--- config.mk ---
export PLATFORM = sky130hd
export DESIGN_NAME = bus_master_if_flat
export DESIGN_NICKNAME = d
export VERILOG_FILES = /design/src/rtl/bus_master_if_if.sv /design/src/rtl/bus_master_if.sv /design/src/flat_wrapper.sv
export SDC_FILE = /design/constraint.sdc
export NUM_CORES = 1
export LEC_CHECK = 0
export ABC_AREA = 1
export CAP_MARGIN = 10
export CORE_MARGIN = 2
export CORE_UTILIZATION = 45
export DETAILED_ROUTE_END_ITERATION = 8
export GPL_ROUTABILITY_DRIVEN = 0
export PLACE_DENSITY = 0.86
export SLEW_MARGIN = 20
export SYNTH_ARGS = -nofsm -noshare
export SYNTH_HDL_FRONTEND = slang
export SYNTH_SLANG_ARGS = --single-unit
--- constraint.sdc ---
create_clock -name clk_i -period 4.1 [get_ports clk_i]
set_input_delay 0.82 -clock clk_i [delete_from_list [all_inputs] [get_ports clk_i]]
set_output_delay 0.82 -clock clk_i [all_outputs]
set_load 0.02 [all_outputs]
--- src/rtl/bus_master_if_if.sv ---
// Core-side and shared-bus signals of the bus master, bundled with modports
// for the master itself and for whatever environment drives it.
interface bus_master_if_if #(
  parameter int ADDR_WIDTH     = 30,
  parameter int DATA_BUS_WIDTH = 32
);
  logic                      req_i;
  logic                      rw_i;
  logic [ADDR_WIDTH-1:0]     addr_i;
  logic [DATA_BUS_WIDTH-1:0] wr_data_i;
  logic                      ready_o;
  logic                      done_o;
  logic                      err_o;
  logic [DATA_BUS_WIDTH-1:0] rd_data_o;

  logic                      bus_req_o;
  logic                      bus_grnt_i;
  logic                      bus_as_o;
  logic                      bus_rw_o;
  logic [ADDR_WIDTH-1:0]     bus_addr_o;
  logic [DATA_BUS_WIDTH-1:0] bus_wr_data_o;
  logic [DATA_BUS_WIDTH-1:0] bus_rd_data_i;
  logic                      bus_rdy_i;

  modport master (
    input  req_i, rw_i, addr_i, wr_data_i,
    input  bus_grnt_i, bus_rd_data_i, bus_rdy_i,
    output ready_o, done_o, err_o, rd_data_o,
    output bus_req_o, bus_as_o, bus_rw_o, bus_addr_o, bus_wr_data_o
  );

  modport slave (
    output req_i, rw_i, addr_i, wr_data_i,
    output bus_grnt_i, bus_rd_data_i, bus_rdy_i,
    input  ready_o, done_o, err_o, rd_data_o,
    input  bus_req_o, bus_as_o, bus_rw_o, bus_addr_o, bus_wr_data_o
  );
endinterface

--- src/rtl/bus_master_if.sv ---
// Single-word bus master: takes one core access, arbitrates for the shared bus,
// runs the strobe/ready handshake and aborts on a slave timeout.
module bus_master_if #(
  parameter int ADDR_WIDTH     = 30,
  parameter int DATA_BUS_WIDTH = 32,
  parameter int TIMEOUT_CYCLES = 255
) (
  input logic             clk_i,
  input logic             rst_i,
  bus_master_if_if.master bif
);

  // A one-bit counter is kept even when the timeout is disabled so the width is never zero.
  localparam int CNT_W = (TIMEOUT_CYCLES > 0) ? $clog2(TIMEOUT_CYCLES + 1) : 1;
  localparam logic [CNT_W-1:0] CNT_LAST =
    (TIMEOUT_CYCLES > 0) ? CNT_W'(TIMEOUT_CYCLES - 1) : '0;

  typedef enum logic [1:0] {
    IDLE,
    REQ,
    ACCESS
  } state_e;

  state_e                    state_q,       state_d;
  logic [CNT_W-1:0]          cnt_q,         cnt_d;
  logic                      bus_req_q,     bus_req_d;
  logic                      bus_as_q,      bus_as_d;
  logic                      bus_rw_q,      bus_rw_d;
  logic [ADDR_WIDTH-1:0]     bus_addr_q,    bus_addr_d;
  logic [DATA_BUS_WIDTH-1:0] bus_wr_data_q, bus_wr_data_d;
  logic [DATA_BUS_WIDTH-1:0] rd_data_q,     rd_data_d;
  logic                      done_q,        done_d;
  logic                      err_q,         err_d;
  logic                      timeout_hit;

  always_ff @(posedge clk_i) begin
    if (rst_i) begin
      state_q       <= IDLE;
      cnt_q         <= '0;
      bus_req_q     <= 1'b0;
      bus_as_q      <= 1'b0;
      bus_rw_q      <= 1'b0;
      bus_addr_q    <= '0;
      bus_wr_data_q <= '0;
      rd_data_q     <= '0;
      done_q        <= 1'b0;
      err_q         <= 1'b0;
    end else begin
      state_q       <= state_d;
      cnt_q         <= cnt_d;
      bus_req_q     <= bus_req_d;
      bus_as_q      <= bus_as_d;
      bus_rw_q      <= bus_rw_d;
      bus_addr_q    <= bus_addr_d;
      bus_wr_data_q <= bus_wr_data_d;
      rd_data_q     <= rd_data_d;
      done_q        <= done_d;
      err_q         <= err_d;
    end
  end

  always_comb begin
    state_d       = state_q;
    cnt_d         = cnt_q;
    bus_req_d     = bus_req_q;
    bus_as_d      = bus_as_q;
    bus_rw_d      = bus_rw_q;
    bus_addr_d    = bus_addr_q;
    bus_wr_data_d = bus_wr_data_q;
    rd_data_d     = rd_data_q;
    done_d        = 1'b0;
    err_d         = 1'b0;
    timeout_hit   = (TIMEOUT_CYCLES != 0) && (cnt_q == CNT_LAST);

    unique case (state_q)
      IDLE: begin
        if (bif.req_i) begin
          bus_rw_d      = bif.rw_i;
          bus_addr_d    = bif.addr_i;
          bus_wr_data_d = bif.wr_data_i;
          bus_req_d     = 1'b1;
          state_d       = REQ;
        end
      end

      REQ: begin
        if (bif.bus_grnt_i) begin
          bus_as_d = 1'b1;
          cnt_d    = '0;
          state_d  = ACCESS;
        end
      end

      ACCESS: begin
        // Ready takes priority over a timeout landing in the same cycle.
        if (bif.bus_rdy_i) begin
          if (bus_rw_q) begin
            rd_data_d = bif.bus_rd_data_i;
          end
          done_d    = 1'b1;
          bus_req_d = 1'b0;
          bus_as_d  = 1'b0;
          state_d   = IDLE;
        end else if (timeout_hit) begin
          rd_data_d = '0;
          done_d    = 1'b1;
          err_d     = 1'b1;
          bus_req_d = 1'b0;
          bus_as_d  = 1'b0;
          state_d   = IDLE;
        end else if (TIMEOUT_CYCLES != 0) begin
          cnt_d = cnt_q + CNT_W'(1);
        end
      end

      default: begin
        state_d = IDLE;
      end
    endcase
  end

  assign bif.ready_o       = (state_q == IDLE);
  assign bif.done_o        = done_q;
  assign bif.err_o         = err_q;
  assign bif.rd_data_o     = rd_data_q;
  assign bif.bus_req_o     = bus_req_q;
  assign bif.bus_as_o      = bus_as_q;
  assign bif.bus_rw_o      = bus_rw_q;
  assign bif.bus_addr_o    = bus_addr_q;
  assign bif.bus_wr_data_o = bus_wr_data_q;

endmodule

--- src/flat_wrapper.sv ---
// flat-port wrapper written by rule: the top's interface ports become plain ports
module bus_master_if_flat 
#(
  parameter int ADDR_WIDTH     = 30,
  parameter int DATA_BUS_WIDTH = 32,
  parameter int TIMEOUT_CYCLES = 255
)
  (clk_i, rst_i, bif_req_i, bif_rw_i, bif_addr_i, bif_wr_data_i, bif_bus_grnt_i, bif_bus_rd_data_i, bif_bus_rdy_i, bif_ready_o, bif_done_o, bif_err_o, bif_rd_data_o, bif_bus_req_o, bif_bus_as_o, bif_bus_rw_o, bif_bus_addr_o, bif_bus_wr_data_o);
  bus_master_if_if #(.ADDR_WIDTH(ADDR_WIDTH), .DATA_BUS_WIDTH(DATA_BUS_WIDTH)) bif_i ();
  input logic clk_i;
  input logic rst_i;
  input wire logic [$bits(bif_i.req_i)-1:0] bif_req_i;
  input wire logic [$bits(bif_i.rw_i)-1:0] bif_rw_i;
  input wire logic [$bits(bif_i.addr_i)-1:0] bif_addr_i;
  input wire logic [$bits(bif_i.wr_data_i)-1:0] bif_wr_data_i;
  input wire logic [$bits(bif_i.bus_grnt_i)-1:0] bif_bus_grnt_i;
  input wire logic [$bits(bif_i.bus_rd_data_i)-1:0] bif_bus_rd_data_i;
  input wire logic [$bits(bif_i.bus_rdy_i)-1:0] bif_bus_rdy_i;
  output wire logic [$bits(bif_i.ready_o)-1:0] bif_ready_o;
  output wire logic [$bits(bif_i.done_o)-1:0] bif_done_o;
  output wire logic [$bits(bif_i.err_o)-1:0] bif_err_o;
  output wire logic [$bits(bif_i.rd_data_o)-1:0] bif_rd_data_o;
  output wire logic [$bits(bif_i.bus_req_o)-1:0] bif_bus_req_o;
  output wire logic [$bits(bif_i.bus_as_o)-1:0] bif_bus_as_o;
  output wire logic [$bits(bif_i.bus_rw_o)-1:0] bif_bus_rw_o;
  output wire logic [$bits(bif_i.bus_addr_o)-1:0] bif_bus_addr_o;
  output wire logic [$bits(bif_i.bus_wr_data_o)-1:0] bif_bus_wr_data_o;
  assign bif_i.req_i = bif_req_i;
  assign bif_i.rw_i = bif_rw_i;
  assign bif_i.addr_i = bif_addr_i;
  assign bif_i.wr_data_i = bif_wr_data_i;
  assign bif_i.bus_grnt_i = bif_bus_grnt_i;
  assign bif_i.bus_rd_data_i = bif_bus_rd_data_i;
  assign bif_i.bus_rdy_i = bif_bus_rdy_i;
  assign bif_ready_o = bif_i.ready_o;
  assign bif_done_o = bif_i.done_o;
  assign bif_err_o = bif_i.err_o;
  assign bif_rd_data_o = bif_i.rd_data_o;
  assign bif_bus_req_o = bif_i.bus_req_o;
  assign bif_bus_as_o = bif_i.bus_as_o;
  assign bif_bus_rw_o = bif_i.bus_rw_o;
  assign bif_bus_addr_o = bif_i.bus_addr_o;
  assign bif_bus_wr_data_o = bif_i.bus_wr_data_o;
  bus_master_if #(.ADDR_WIDTH(ADDR_WIDTH), .DATA_BUS_WIDTH(DATA_BUS_WIDTH), .TIMEOUT_CYCLES(TIMEOUT_CYCLES)) u_core (.clk_i(clk_i), .rst_i(rst_i), .bif(bif_i));
endmodule
==> impl_results.md, run 1 <==
- Layout area overhead: 49.1%
- Std cell rows: 35
- Core outline area: 0.00933 sq mm
- Mapped Cells: 613
- DP Cell Count: 904
- TritonRoute pass-1 iters: 4
- Slowest cell on crit path: clkdlybuf4s50_1
- Crit-path max cell delay: 830 ps
- Synthesis-stage register bit count: 109
- ANT nets after route: 0
- Average cell area after synthesis: 7.12 sq um
- All-Layer GR Usage: 23.4%
- Crit-path cells: clkdlybuf4s50_1, nand2_1, nand2_2, nand3_1, nand2_1, nor2_1
- Worst Path Arrival: 2820 ps
- Max-Cap Viols: 0
- Average wire per standard cell: 13.5 microns
- Register area share after synthesis: 50.0%
- Largest family of logic cells by synthesized area: simple AND/OR/NAND/NOR gates
- Worst rel slew slack: 43.6%
- CTS Buffer Depth: 2
- Clk slew on worst S/H paths: 110 ps
- Commonest non-fill, non-tap cell in the layout: clkdlybuf4s50_1
- Final Cycle Share: 62.1%
- CTS tree: built
- Hold depth: 2
- Synth Area in XOR/XNOR: 0%
- Leakage power total: 2.65 nW
- Synth Area in Compound Gates: 11.6%
- Yosys warnings: 0
- DPL Wire Length: 9030 microns
- Critical Path RT: 4370 ps
- Share of cells above drive strength 1: 3.54%
- Ant. Diodes: 0
- Via density: 4.88
- Number of global-route vias before repair: 4244
- Clock sinks: 109
- Peak VDD IR: 0.209 mV
- Outcome: complete, no violations
- Post CTS Setup Buffer Count: 0
- Layout Cells excl Fill: 920
- Crit path time final: 2550 ps
- PortBufs: 199
- # nets final: 888
- Hold Crit Start: u_core.bif.bus_as_o
- Reg-to-Reg Start: u_core.cnt_q[0]
- Power density over cell area: 354 mW/mm^2
- Die Width: 103 microns
- Count of cell types in the netlist: 20
- Post-Syn Nets: 715
- Boundary pin count: 200
- Reg2reg setup slack: 2100 ps
- Fin. Hold Viols: 0
- RSZ-0062 raised after global routing: false
- Clock Tree Root: clkbuf_8
- # DRC: 0
- Worst hold endpoint: u_core.bif.bus_as_o
- Most frequent cells in the layout: clkdlybuf4s50_1 (199), nor2_1 (189), dfxtp_1 (109), nand2_1 (103), o21ai_0 (67)
- Simple-Gate Fraction of Synth Area: 30.1%
- Adder-cell share of the synthesized area: 0.573%
- Detailed Route WL: 12400 microns
- # setup viols final: 0
- Gr ovfl total: 0
- Pin count of the biggest net entering global routing: 65
- Die Y: 103 microns
- Worst-skew pair later-pin latency: 370 ps
- Worst path top cell family by delay: simple AND/OR/NAND/NOR gates
- Crit Path Class: input port to flop
- Buf/Inv on CP: 1
- Antenna violations before repair: 0
- Global-route wire length before repair: 19300 microns
- Multiplexer area fraction after synthesis: 0%
- DR iter-0 viols: 141
- Worst Hold Class: flop to flop
- Vias: 4493
- Cts repair resizes: 0
- Fmax: 392 MHz
- Final setup TNS: 0 ps
- Crit Reg-Reg Endpoint: u_core.bif.rd_data_o[10]
- H-tree Lvls: 3
- CP Capture Type: flop
- Layout Skew: 11.2 ps
- Die area: 0.0105 sq mm
- Initial Utilization: 46.8%
- Num CTS Buffers: 9
- CP max FO: 53
- Slew Viols, Final: 0
- Critical path launch point type: input port
- FILL cells: 755
- Mapped Area: 0.00437 sq mm
- Worst slew pin tran: 844 ps
- Cts hold-fix bufs: 0
- Cell mode on critical path: nand2_1
- Worst R2R Path Depth: 9
## synth_stat cells, drive strengths merged
library cell | instances | area (sq um)
or2 | 1 | 6.26
inv | 26 | 97.6
a21oi | 33 | 165
nor4 | 1 | 6.26
o21bai | 1 | 7.51
dfxtp | 109 | 2180
clkinv | 1 | 5.00
nand2 | 107 | 409
o21ai | 67 | 335
ha | 2 | 25.0
nor2 | 189 | 709
nand3 | 34 | 175
clkbuf | 18 | 67.6
buf | 23 | 169
nand4 | 1 | 6.26
## metrics by stage
stage	hold WS [ps]	total power, mW	utilization [%]	setup slack [ps]	area [sq um]
after floorplan	483	1.45	-	2310	4370
after global placement	438	1.69	67.8	1290	6330
after detailed placement	465	1.71	67.8	1200	6330
after CTS	480	2.32	69.8	1560	6510
after global routing	509	2.41	69.8	1320	6510
final	481	2.30	69.8	1550	6510
## logic make-up after synthesis
| family | Yosys count |
|---|---|
| compound gates | 101 |
| fa+ha+maj | 2 |
| flops | 109 |
| simple gates | 333 |
| buf+inv | 68 |
## worst max-delay path by stage
stage,slack (ps),startpoint,cells after the start,to
global route,1320,bif_bus_rdy_i,6,u_core.bif.rd_data_o[10]
finish,1550,bif_bus_rdy_i,6,u_core.bif.rd_data_o[10]
global placement,1290,bif_bus_rdy_i,6,u_core.bif.rd_data_o[11]
CTS,1560,bif_bus_rdy_i,6,u_core.bif.rd_data_o[10]
floorplan,2310,bif_bus_rdy_i,7,u_core.bif.rd_data_o[10]
detailed placement,1200,bif_bus_rdy_i,6,u_core.bif.rd_data_o[17]
## registers in the layout, indices dropped and copies added, names as in the netlist
name	flops
u_core.bif.bus_req_o	1
u_core.bif.rd_data_o	32
u_core.bif.bus_addr_o	30
u_core.bif.bus_wr_data_o	32
u_core.bif.err_o	1
u_core.cnt_q	8
u_core.bif.done_o	1
u_core.bif.bus_rw_o	1
u_core.bif.bus_as_o	1
u_core.state_q	2
## layout make-up
type	instances	area [sq um]	share of cell area [%]
sequential	109	2180	33.5
inverter	27	103	1.58
tap	129	161	2.48
clock buffer	11	141	2.17
timing repair buffer	203	2030	31.2
clock inverter	5	41.3	0.634
multi-input combinational	436	1850	28.4
## power by group
part	internal [mW]	switching (mW)	total (mW)
Sequential	1.13	0.0395	1.17
Clock	0.245	0.374	0.619
Combinational	0.251	0.264	0.515
## routing by layer
layer	global-route usage, %	vias to the layer above	wire, microns
met5	0	-	0
met1	26.9	2012	4860
met3	9.90	19	1350
met4	6.46	0	212
li1	-	2274	-
met2	39.9	188	5980
## worst register-to-register path: stages (launching register included)
cell	delay, ps
dfxtp_1	360
inv_1	80
ha_1	160
inv_1	40
nor2_1	130
nand3_1	110
nand2_2	630
nand3_1	190
nand2_1	140
nor2_1	50
Power figures use the tool's default switching activity.
==> run 2, diff against run 1 <==
--- a/config.mk
+++ b/config.mk
@@ -8,10 +8,10 @@
 export ABC_AREA = 1
 export CAP_MARGIN = 10
 export CORE_MARGIN = 2
-export CORE_UTILIZATION = 45
+export CORE_UTILIZATION = 37
 export DETAILED_ROUTE_END_ITERATION = 8
 export GPL_ROUTABILITY_DRIVEN = 0
-export PLACE_DENSITY = 0.86
+export PLACE_DENSITY = 0.76
 export SLEW_MARGIN = 20
 export SYNTH_ARGS = -nofsm -noshare
 export SYNTH_HDL_FRONTEND = slang
==> constraint.sdc (replaced) <==
create_clock -name clk_i -period 2.1 [get_ports clk_i]
set_input_delay 0.42 -clock clk_i [delete_from_list [all_inputs] [get_ports clk_i]]
set_output_delay 0.42 -clock clk_i [all_outputs]
set_load 0.02 [all_outputs]
==> run 2 against run 1 <==
Worst hold slack worse by 32 ps; sequential power up 95%; non-clock buffer count up 6.
==> impl_results.md, run 2 (same netlist as run 1, synthesis figures left out) <==
- Outcome: complete, no violations
- Critical path launch point type: flop
- Boundary pin count: 200 (unchanged)
- DP Cell Count: 924 (+2.2%)
- Max-Cap Viols: 0 (unchanged)
- PortBufs: 199 (unchanged)
- Final Cycle Share: 95.2%
- Slew Viols, Final: 0 (unchanged)
- Peak VDD IR: 0.495 mV (+140%)
- Vias: 4515 (+0.49%)
- Clk slew on worst S/H paths: 60 ps (-50 ps)
- Crit path from: u_core.state_q[1]
- Ant. Diodes: 0 (unchanged)
- Die area: 0.0127 sq mm (+21%)
- Clock sinks: 109 (unchanged)
- Initial Utilization: 38.1% (-8.7 points)
- DR iter-0 viols: 277 (+96%)
- Worst path top cell family by delay: buffers and inverters
- CTS tree: built
- Global-route wire length before repair: 19900 microns (+2.7%)
- TritonRoute pass-1 iters: 4 (unchanged)
- All-Layer GR Usage: 19.3% (-4.1 points)
- ANT nets after route: 0 (unchanged)
- Leakage power total: 2.73 nW (+3.3%)
- Pin count of the biggest net entering global routing: 65 (unchanged)
- Crit path time final: 2000 ps
- Crit Reg-Reg Endpoint: u_core.bif.rd_data_o[7]
- Via density: 4.81 (-1.5%)
- Die Width: 113 microns (+9.9%)
- H-tree Lvls: 3 (unchanged)
- Fmax: 500 MHz
- Cts repair resizes: 0 (unchanged)
- Crit-path max cell delay: 670 ps (-160 ps)
- # nets final: 894 (+0.68%)
- Fin. Hold Viols: 0 (unchanged)
- Detailed Route WL: 12400 microns (-0.36%)
- Commonest non-fill, non-tap cell in the layout: clkdlybuf4s50_1
- Crit-path cells: nor2_1, clkdlybuf4s50_1
- Clock Tree Root: clkbuf_16
- Power density over cell area: 734 mW/mm^2 (+110%)
- CP max FO: 3 (-94%)
- Number of global-route vias before repair: 4254 (+0.24%)
- Post CTS Setup Buffer Count: 0 (unchanged)
- Cts hold-fix bufs: 0 (unchanged)
- Worst slew pin tran: 349 ps (-495 ps)
- Layout area overhead: 53.3%
- Share of cells above drive strength 1: 4.15% (+0.61 points)
- Critical Path RT: 1680 ps (-2690 ps)
- Core outline area: 0.0115 sq mm (+23%)
- Std cell rows: 39 (+11%)
- Worst hold endpoint: u_core.bif.bus_as_o
- # setup viols final: 0 (unchanged)
- RSZ-0062 raised after global routing: false
- Most frequent cells in the layout: clkdlybuf4s50_1 (199), nor2_1 (189), dfxtp_1 (109), nand2_1 (103), o21ai_0 (67)
- Hold Crit Start: u_core.bif.bus_as_o
- Layout Skew: 4.49 ps (-6.69 ps)
- Gr ovfl total: 0 (unchanged)
- Worst Hold Class: flop to flop
- Crit Path Class: flop to output pin
- # DRC: 0 (unchanged)
- Antenna violations before repair: 0 (unchanged)
- CTS Buffer Depth: 2 (unchanged)
- Slowest cell on crit path: clkdlybuf4s50_1
- Num CTS Buffers: 9 (unchanged)
- Reg-to-Reg Start: u_core.cnt_q[1]
- Average wire per standard cell: 13.2 microns (-2.4%)
- Layout Cells excl Fill: 939 (+2.1%)
- Worst rel slew slack: 76.7% (+33 points)
- Reg2reg setup slack: 510 ps (-1590 ps)
- Worst-skew pair later-pin latency: 350 ps (-20 ps)
- Hold depth: 2 (unchanged)
- Final setup TNS: 0 ps (unchanged)
- Worst Path Arrival: 1580 ps (-1240 ps)
- Die Y: 113 microns (+9.9%)
- Worst R2R Path Depth: 9 (unchanged)
- CP Capture Type: output pin
- DPL Wire Length: 8920 microns (-1.2%)
- Buf/Inv on CP: 1 (unchanged)
[run 2: changes by cell type in the layout (fill, tap and decap cells not counted), sizes merged]
cell	change
clkbuf	+3
buf	+6
inv	-3
clkinv	+1
clkinvlp	-2
[run 2: worst reg2reg max path, stage by stage (launching register included)]
cell,delay (ps)
dfxtp_1,410
ha_1,220
inv_1,50
nor2_1,130
nand3_1,100
nand2_2,120
buf_12,220
nand3_1,120
nand2_1,70
nor2_1,40
[run 2: cell type report]
class,instances,area (sq um)
Clock buffer,14,274
Clock inverter,1,5.00
Fill cell,1044,4770
Inverter,27,103
Multi-Input combinational cell,436,1850
Sequential cell,109,2180
Tap cell,143,179
Timing Repair Buffer,209,2100
[run 2: power by group]
part	internal [mW]	switching [mW]
clock network	0.895	0.720
registers	2.20	0.0779
logic	0.502	0.518
[run 2: how the worst max path moves through the flow]
stage,end,slack (ps),cells after the start
detailed placement,u_core.bif.rd_data_o[7],130,6
global route,bif_ready_o,50,2
CTS,bif_ready_o,80,2
floorplan,u_core.bif.bus_addr_o[10],700,7
global placement,u_core.bif.rd_data_o[10],200,6
finish,bif_ready_o,100,2
[run 2: layer usage]
layer | global-route usage (%) | share of wire [%]
met1 | 22.3 | 41
met2 | 31.4 | 46
met3 | 8.96 | 12
met4 | 6.83 | 1.4
met5 | 0 | 0
[run 2: metrics by stage]
stage	hold slack (ps)	setup slack [ps]	total power [mW]	cell area, sq um	utilization (%)
detailed placement	447	131	3.35	6420	56.0
CTS	456	77.6	4.97	6700	58.4
global route	483	54.9	5.15	6700	58.4
finish	449	100	4.92	6700	58.4
floorplan	483	701	2.83	4370	-
global placement	442	201	3.33	6420	56.0
